File: src/rtl/mem_data_ctrl_if.sv
`default_nettype none
// ============================================================================
// Module   : mem_data_ctrl_if
// Brief    : Request/response and byte-RAM bus bundle for mem_data_ctrl.
//            ioFull_i exists only when MEMCTRL_IO_STALL_EN is defined.
// Revision : 1.0 - initial release
// ============================================================================
interface mem_data_ctrl_if;
  logic        dataEn_i;
  logic        dataRw_i;
  logic [2:0]  dataWid_i;
  logic [31:0] dataAddr_i;
  logic [31:0] dataData_i;
  logic        Rdy_o;
  logic [31:0] dataData_o;
  logic        Busy_o;
  logic [31:0] ramA_o;
  logic [7:0]  ramDout_o;
  logic        ramWr_o;
  logic [7:0]  ramDin_i;

`ifdef MEMCTRL_IO_STALL_EN
  logic        ioFull_i;

  modport master (
    output dataEn_i, dataRw_i, dataWid_i, dataAddr_i, dataData_i, ramDin_i, ioFull_i,
    input  Rdy_o, dataData_o, Busy_o, ramA_o, ramDout_o, ramWr_o
  );

  modport slave (
    input  dataEn_i, dataRw_i, dataWid_i, dataAddr_i, dataData_i, ramDin_i, ioFull_i,
    output Rdy_o, dataData_o, Busy_o, ramA_o, ramDout_o, ramWr_o
  );
`else
  modport master (
    output dataEn_i, dataRw_i, dataWid_i, dataAddr_i, dataData_i, ramDin_i,
    input  Rdy_o, dataData_o, Busy_o, ramA_o, ramDout_o, ramWr_o
  );

  modport slave (
    input  dataEn_i, dataRw_i, dataWid_i, dataAddr_i, dataData_i, ramDin_i,
    output Rdy_o, dataData_o, Busy_o, ramA_o, ramDout_o, ramWr_o
  );
`endif
endinterface
`default_nettype wire

File: src/rtl/mem_data_ctrl.sv
`default_nettype none
// ============================================================================
// Module   : mem_data_ctrl
// Brief    : Serialises 1/2/4-byte load/store requests onto a byte-wide RAM.
//            Optional macro MEMCTRL_IO_STALL_EN adds the WAIT_IO stall state.
// Revision : 1.0 - initial release
// ============================================================================
module mem_data_ctrl (
  input  wire            clk,
  input  wire            rst,
  input  wire            rdy,
  mem_data_ctrl_if.slave bus
);

  localparam logic [1:0] c_IDLE    = 2'd0;
  localparam logic [1:0] c_READ    = 2'd1;
  localparam logic [1:0] c_WRITE   = 2'd2;
`ifdef MEMCTRL_IO_STALL_EN
  localparam logic [1:0] c_WAIT_IO = 2'd3;
`endif

  logic [1:0]  r_state, w_state_nxt;
  logic [2:0]  r_cnt, w_cnt_nxt;
  logic [2:0]  r_n, w_n_nxt;
  logic [31:0] r_addr, w_addr_nxt;
  logic [31:0] r_wdata, w_wdata_nxt;
  logic [31:0] r_acc, w_acc_nxt;
  logic [31:0] r_rdata, w_rdata_nxt;
  logic [31:0] r_ram_a, w_ram_a_nxt;
  logic [7:0]  r_ram_dout, w_ram_dout_nxt;
  logic        r_ram_wr, w_ram_wr_nxt;
  logic        r_rdy_o, w_rdy_nxt;

  logic [2:0]  w_wid;
  logic [2:0]  w_cnt_inc;
  logic [31:0] w_addr_inc;
  logic [4:0]  w_lane_cur;
  logic [4:0]  w_lane_nxt;
  logic        w_last;
  logic        w_io_hold;

  // Unsupported widths fall back to a full word.
  always_comb begin
    case (bus.dataWid_i)
      3'd1, 3'd2, 3'd4: w_wid = bus.dataWid_i;
      default:          w_wid = 3'd4;
    endcase
  end

  assign w_cnt_inc  = r_cnt + 3'd1;
  assign w_addr_inc = r_addr + {29'd0, w_cnt_inc};
  assign w_lane_cur = {r_cnt[1:0], 3'b000};
  assign w_lane_nxt = {w_cnt_inc[1:0], 3'b000};
  assign w_last     = (w_cnt_inc == r_n);

`ifdef MEMCTRL_IO_STALL_EN
  assign w_io_hold = bus.dataRw_i && (bus.dataAddr_i[17:16] == 2'b11) && bus.ioFull_i;
`else
  assign w_io_hold = 1'b0;
`endif

  // State register
  always_ff @(posedge clk) begin
    if (rst) begin
      r_state <= c_IDLE;
      r_cnt   <= 3'd0;
    end else if (rdy) begin
      r_state <= w_state_nxt;
      r_cnt   <= w_cnt_nxt;
    end
  end

  // Next-state logic
  always_comb begin
    w_state_nxt = r_state;
    w_cnt_nxt   = r_cnt;
    case (r_state)
      c_IDLE: begin
        if (bus.dataEn_i) begin
          w_cnt_nxt = 3'd0;
          if (!bus.dataRw_i)
            w_state_nxt = c_READ;
`ifdef MEMCTRL_IO_STALL_EN
          else if (w_io_hold)
            w_state_nxt = c_WAIT_IO;
`endif
          else
            w_state_nxt = c_WRITE;
        end
      end
      c_READ, c_WRITE: begin
        if (w_last) begin
          w_state_nxt = c_IDLE;
          w_cnt_nxt   = 3'd0;
        end else begin
          w_cnt_nxt   = w_cnt_inc;
        end
      end
`ifdef MEMCTRL_IO_STALL_EN
      c_WAIT_IO: begin
        if (!bus.ioFull_i) begin
          w_state_nxt = c_WRITE;
          w_cnt_nxt   = 3'd0;
        end
      end
`endif
      default: begin
        w_state_nxt = c_IDLE;
        w_cnt_nxt   = 3'd0;
      end
    endcase
  end

  // Output / datapath next values; RAM bus values are registered one cycle ahead.
  always_comb begin
    w_ram_a_nxt    = r_ram_a;
    w_ram_wr_nxt   = r_ram_wr;
    w_ram_dout_nxt = r_ram_dout;
    w_rdy_nxt      = 1'b0;
    w_rdata_nxt    = r_rdata;
    w_acc_nxt      = r_acc;
    w_addr_nxt     = r_addr;
    w_wdata_nxt    = r_wdata;
    w_n_nxt        = r_n;
    case (r_state)
      c_IDLE: begin
        w_ram_a_nxt  = 32'd0;
        w_ram_wr_nxt = 1'b0;
        if (bus.dataEn_i) begin
          w_addr_nxt  = bus.dataAddr_i;
          w_wdata_nxt = bus.dataData_i;
          w_n_nxt     = w_wid;
          w_acc_nxt   = 32'd0;
          if (!bus.dataRw_i) begin
            w_ram_a_nxt = bus.dataAddr_i;
          end else if (!w_io_hold) begin
            w_ram_a_nxt    = bus.dataAddr_i;
            w_ram_wr_nxt   = 1'b1;
            w_ram_dout_nxt = bus.dataData_i[7:0];
          end
        end
      end
      c_READ: begin
        w_acc_nxt[w_lane_cur +: 8] = bus.ramDin_i;
        if (w_last) begin
          w_ram_a_nxt = 32'd0;
          w_rdy_nxt   = 1'b1;
          w_rdata_nxt = w_acc_nxt;
        end else begin
          w_ram_a_nxt = w_addr_inc;
        end
        w_ram_wr_nxt = 1'b0;
      end
      c_WRITE: begin
        if (w_last) begin
          w_ram_a_nxt    = 32'd0;
          w_ram_wr_nxt   = 1'b0;
          w_ram_dout_nxt = 8'd0;
          w_rdy_nxt      = 1'b1;
        end else begin
          w_ram_a_nxt    = w_addr_inc;
          w_ram_wr_nxt   = 1'b1;
          w_ram_dout_nxt = r_wdata[w_lane_nxt +: 8];
        end
      end
`ifdef MEMCTRL_IO_STALL_EN
      c_WAIT_IO: begin
        if (!bus.ioFull_i) begin
          w_ram_a_nxt    = r_addr;
          w_ram_wr_nxt   = 1'b1;
          w_ram_dout_nxt = r_wdata[7:0];
        end
      end
`endif
      default: begin
        w_ram_a_nxt  = 32'd0;
        w_ram_wr_nxt = 1'b0;
      end
    endcase
  end

  // Datapath and output registers; rdy low freezes everything, including a pending Rdy_o.
  always_ff @(posedge clk) begin
    if (rst) begin
      r_ram_a    <= 32'd0;
      r_ram_wr   <= 1'b0;
      r_ram_dout <= 8'd0;
      r_rdy_o    <= 1'b0;
      r_rdata    <= 32'd0;
      r_acc      <= 32'd0;
      r_addr     <= 32'd0;
      r_wdata    <= 32'd0;
      r_n        <= 3'd4;
    end else if (rdy) begin
      r_ram_a    <= w_ram_a_nxt;
      r_ram_wr   <= w_ram_wr_nxt;
      r_ram_dout <= w_ram_dout_nxt;
      r_rdy_o    <= w_rdy_nxt;
      r_rdata    <= w_rdata_nxt;
      r_acc      <= w_acc_nxt;
      r_addr     <= w_addr_nxt;
      r_wdata    <= w_wdata_nxt;
      r_n        <= w_n_nxt;
    end
  end

  assign bus.ramA_o     = r_ram_a;
  assign bus.ramWr_o    = r_ram_wr;
  assign bus.ramDout_o  = r_ram_dout;
  assign bus.Rdy_o      = r_rdy_o;
  assign bus.dataData_o = r_rdata;
  assign bus.Busy_o     = (r_state != c_IDLE);

endmodule
`default_nettype wire

File: src/flat_wrapper.sv
// flat-port wrapper written by rule: the top's interface ports become plain ports
module mem_data_ctrl_flat 
  (clk, rst, rdy, bus_dataEn_i, bus_dataRw_i, bus_dataWid_i, bus_dataAddr_i, bus_dataData_i, bus_ramDin_i, bus_Rdy_o, bus_dataData_o, bus_Busy_o, bus_ramA_o, bus_ramDout_o, bus_ramWr_o);
  mem_data_ctrl_if bus_i ();
  input  wire clk;
  input  wire rst;
  input  wire rdy;
  input wire logic [$bits(bus_i.dataEn_i)-1:0] bus_dataEn_i;
  input wire logic [$bits(bus_i.dataRw_i)-1:0] bus_dataRw_i;
  input wire logic [$bits(bus_i.dataWid_i)-1:0] bus_dataWid_i;
  input wire logic [$bits(bus_i.dataAddr_i)-1:0] bus_dataAddr_i;
  input wire logic [$bits(bus_i.dataData_i)-1:0] bus_dataData_i;
  input wire logic [$bits(bus_i.ramDin_i)-1:0] bus_ramDin_i;
  output wire logic [$bits(bus_i.Rdy_o)-1:0] bus_Rdy_o;
  output wire logic [$bits(bus_i.dataData_o)-1:0] bus_dataData_o;
  output wire logic [$bits(bus_i.Busy_o)-1:0] bus_Busy_o;
  output wire logic [$bits(bus_i.ramA_o)-1:0] bus_ramA_o;
  output wire logic [$bits(bus_i.ramDout_o)-1:0] bus_ramDout_o;
  output wire logic [$bits(bus_i.ramWr_o)-1:0] bus_ramWr_o;
  assign bus_i.dataEn_i = bus_dataEn_i;
  assign bus_i.dataRw_i = bus_dataRw_i;
  assign bus_i.dataWid_i = bus_dataWid_i;
  assign bus_i.dataAddr_i = bus_dataAddr_i;
  assign bus_i.dataData_i = bus_dataData_i;
  assign bus_i.ramDin_i = bus_ramDin_i;
  assign bus_Rdy_o = bus_i.Rdy_o;
  assign bus_dataData_o = bus_i.dataData_o;
  assign bus_Busy_o = bus_i.Busy_o;
  assign bus_ramA_o = bus_i.ramA_o;
  assign bus_ramDout_o = bus_i.ramDout_o;
  assign bus_ramWr_o = bus_i.ramWr_o;
  mem_data_ctrl u_core (.clk(clk), .rst(rst), .rdy(rdy), .bus(bus_i));
endmodule
File: config.mk
export PLATFORM = sky130hd
export DESIGN_NAME = mem_data_ctrl_flat
export DESIGN_NICKNAME = d
export VERILOG_FILES = /design/src/rtl/mem_data_ctrl_if.sv /design/src/rtl/mem_data_ctrl.sv /design/src/flat_wrapper.sv
export SDC_FILE = /design/constraint.sdc
export NUM_CORES = 1
export LEC_CHECK = 0
export ABC_AREA = 1
export CAP_MARGIN = 20
export CORE_ASPECT_RATIO = 1.4
export CORE_MARGIN = 4
export CORE_UTILIZATION = 35
export CTS_BUF_LIST = sky130_fd_sc_hd__clkbuf_16
export CTS_CLUSTER_DIAMETER = 40
export DETAILED_ROUTE_END_ITERATION = 8
export GPL_TIMING_DRIVEN = 0
export PLACE_DENSITY = 0.56
export SLEW_MARGIN = 20
export SYNTH_ARGS = -nofsm -noshare
export SYNTH_HDL_FRONTEND = slang
export SYNTH_SLANG_ARGS = --single-unit
File: constraint.sdc
create_clock -name clk -period 4.1 [get_ports clk]
set_clock_uncertainty 0.05 [all_clocks]
set_input_delay 0.615 -clock clk [delete_from_list [all_inputs] [get_ports clk]]
set_output_delay 0.615 -clock clk [all_outputs]
set_load 0.01 [all_outputs]
==> results.md <==
- Status: complete, no violations
- Top Ports: approximately 160
- Crit-path cells: inv_1 -> clkbuf_1 -> ha_1 -> ha_1 -> nand2_1 -> nor2_1 -> nor2_1 -> nor2_1 -> nand2_1 -> nand2_1 -> nand2_1 -> o21ai_0 -> nand2_1 -> a21oi_1
- Most frequent CP cell: nand2_1
- Startpoint class of the critical path: register
- WHS Endpoint: u_core.bus.dataData_o[28]
- Worst-path clk slew: 70 ps
- Clk Latency, worst-skew pair: about 440 ps
- Remaining DRCs: 0
- Starting Density: between 30% and 40%
- Fin crit period: between 3000 and 4000 ps
- Setup TNS: 0 ps
- Sequential share of the synthesized area: a little over two fifths
- Sequential Area: about 0.0036 mm²
- DR iter-0 viols: ~470
- Crit path max-delay cell type: clkbuf_1
- Cells on worst reg2reg path: 14
- Initial DRT Pass Iterations: 5
- Vias in the first global route: 8,699
- DR WL/cell: 16.7 µm
- P&R area growth vs syn: 29.6%
- Post-Syn Instances: ~1,200
- Largest stage delay, worst path: slightly above 600 ps
- Total gr overflow: 0
- Max-cap violation count: 0
- Vias: between 8,000 and 9,000
- Critical R2R Launch: u_core.r_cnt[0]
- Clock root buffer: clkbuf_16
- Synth Cell Area: between 0.008 and 0.009 mm²
- Most frequent cells in the layout: nand2_1, dfxtp_1, a21oi_1
- Port Buf Inserts: between 150 and 200
- CTS Buffer Depth: 2
- Worst-margin pin slew: between 700 and 800 ps
- CTS tree: done
- Die area: 0.0266 mm²
- Hold Fails Final Rpt: 0
- Top delay family on crit path: simple AND/OR/NAND/NOR gates
- Worst endpoint required time: approximately 4400 ps
- Drt via density: between 4 and 5
- Initial antenna violation count: 2
- Die span in y: ~190 µm
- Register-to-register setup slack: about 650 ps
- Pin count of the biggest net entering global routing: 19
- Fmax: between 200 and 300 MHz
- Synth Register Bits: about 180
- Synthesized area per cell: 6.74 µm²
- Filler cells: between 2,000 and 3,000
- Reg-to-reg endpoint: u_core.bus.ramA_o[27]
- Worst Setup SP: u_core.r_cnt[0]
- Post-synthesis cell type count: 31
- Num rows: 66
- # Post-CTS Setup Buffers: 0
- CTS Hold Buffers Added: 0
- ANT nets after route: 0
- Die span in x: between 100 and 150 µm
- Post-route clock period utilization: 84.0%
- Synth Net Count: approximately 1,300
- Share of cells above drive strength 1: about 3.8%
- First-pass GRT wire length: between 40,000 and 50,000 µm
- Arrival time of the worst setup path: ~3800 ps
- Multi-input logic area: about 0.0040 mm²
- Rel. slew slack: 50.2%
- CP Max Fanout: 13
- Commonest non-fill, non-tap cell in the layout: nand2_1
- Hold Path Cell Cnt: 2
- Async SR Flop Fraction: 0%
- Pleak: about 4 nW
- Finished Cell Area: between 0.01 and 0.015 mm²
- DP HPWL: ~23,000 µm
- HP Start: u_core.bus.dataData_o[28]
- Buf/Inv on CP: 2
- Worst setup EP type: register
- Num CTS Buffers: 17
- RSZ-0062 raised after global routing: no
- Number of synthesized flops with an enable pin: 0
- Maximum vdd drop: between 0.3 and 0.4 mV
- Hold crit path type: register to register
- Pwr dens: slightly above 400 mW/mm²
- # clock sinks: 178
- Final Core Density: 46.5%
- Synth Flop Type: dfxtp_1
- All-Layer GR Usage: roughly 22%
- Yosys warns: 0
- Wirelength, routed: around 29,000 µm
- Final GP Congestion: 0.925
- Area post-placement: just over 0.01 mm²
- Final net count: 1,513
- Core outline area: roughly 0.023 mm²
- Final setup fails: 0
- Final max-slew violation count: 0
- Post-CTS resize count: 0
- Critical path type: register to register
- H-tree depth: 4
## stage by stage
stage	std cells	hold slack, ps	setup slack [ps]	total power, mW
after detailed placement	1707	387	675	2.96
final	1741	395	654	4.52
after global routing	1741	419	429	4.75
after floorplan	1248	380	1590	2.51
after global placement	1707	383	695	2.95
after CTS	1739	398	624	4.56
## Yosys cell counts, types with 8 or more instances
library cell	count	area, µm²
a21oi_1	161	806
a31oi_1	8	50.1
buf_2	14	70.1
clkbuf_1	51	191
dfxtp_1	178	3560
ha_1	12	150
inv_1	141	529
nand2_1	331	1240
nand3_1	44	220
nor2_1	96	360
o21ai_0	138	691
o22ai_1	24	150
o32ai_1	8	70.1
xor2_1	9	78.8
## cell type report
cell class                      instances  share of cell area (%)
Clock inverter                         15                    1.32
Tap cell                              306                    3.51
Timing Repair Buffer                  153                    14.0
Clock buffer                           17                    3.90
Buffer                                 69                    2.58
Multi-Input combinational cell        856                    36.9
Inverter                              145                    4.99
Antenna cell                            2                  0.0459
Sequential cell                       178                    32.7
## cell families (layout without fill, tap and decap cells)
group,Yosys count,in the layout,share of synthesized area [%]
buffers and inverters,214,399,9.81
adder cells (fa/ha/maj),13,13,2.02
other,0,2,0
XOR/XNOR,12,12,1.25
AND/OR/NAND/NOR,484,484,22.7
AO/OA/AOI/OAI,347,347,21.9
flip-flops,178,178,42.3
## per-layer routing
layer	global-route usage, %	wire, µm
met5	0	0
met4	10.9	1340
met3	3.28	1090
met2	40.5	15000
met1	24.1	11600
## tightest hold or removal path, stage by stage (launching register included)
cell	delay [ps]
dfxtp_1	310
inv_1	50
a21oi_1	50
## flip-flops by register name (all words and copies together) (netlist names), 3 cells and up
signal                 count
u_core.r_cnt               3
u_core.r_addr             32
u_core.r_wdata            32
u_core.bus.ramA_o         32
u_core.r_acc              32
u_core.bus.ramDout_o       8
u_core.bus.dataData_o     32
u_core.r_n                 3
## worst max path at each step
stage / end / cells after the start
final: u_core.bus.ramA_o[27] / 14
after detailed placement: u_core.bus.ramA_o[25] / 14
after global placement: u_core.bus.ramA_o[25] / 14
after CTS: u_core.bus.ramA_o[25] / 14
after floorplan: u_core.bus.ramA_o[26] / 16
after global routing: u_core.bus.ramA_o[25] / 14
## power breakdown
part	switching [mW]	internal (mW)	total, mW	leakage, nW
logic	0.628	0.354	0.982	2.29
registers	0.0855	1.85	1.93	1.45
clock network	0.794	0.809	1.60	0.277
total	1.51	3.01	4.52	4.01
No activity file was read; power rests on OpenSTA's default activity.
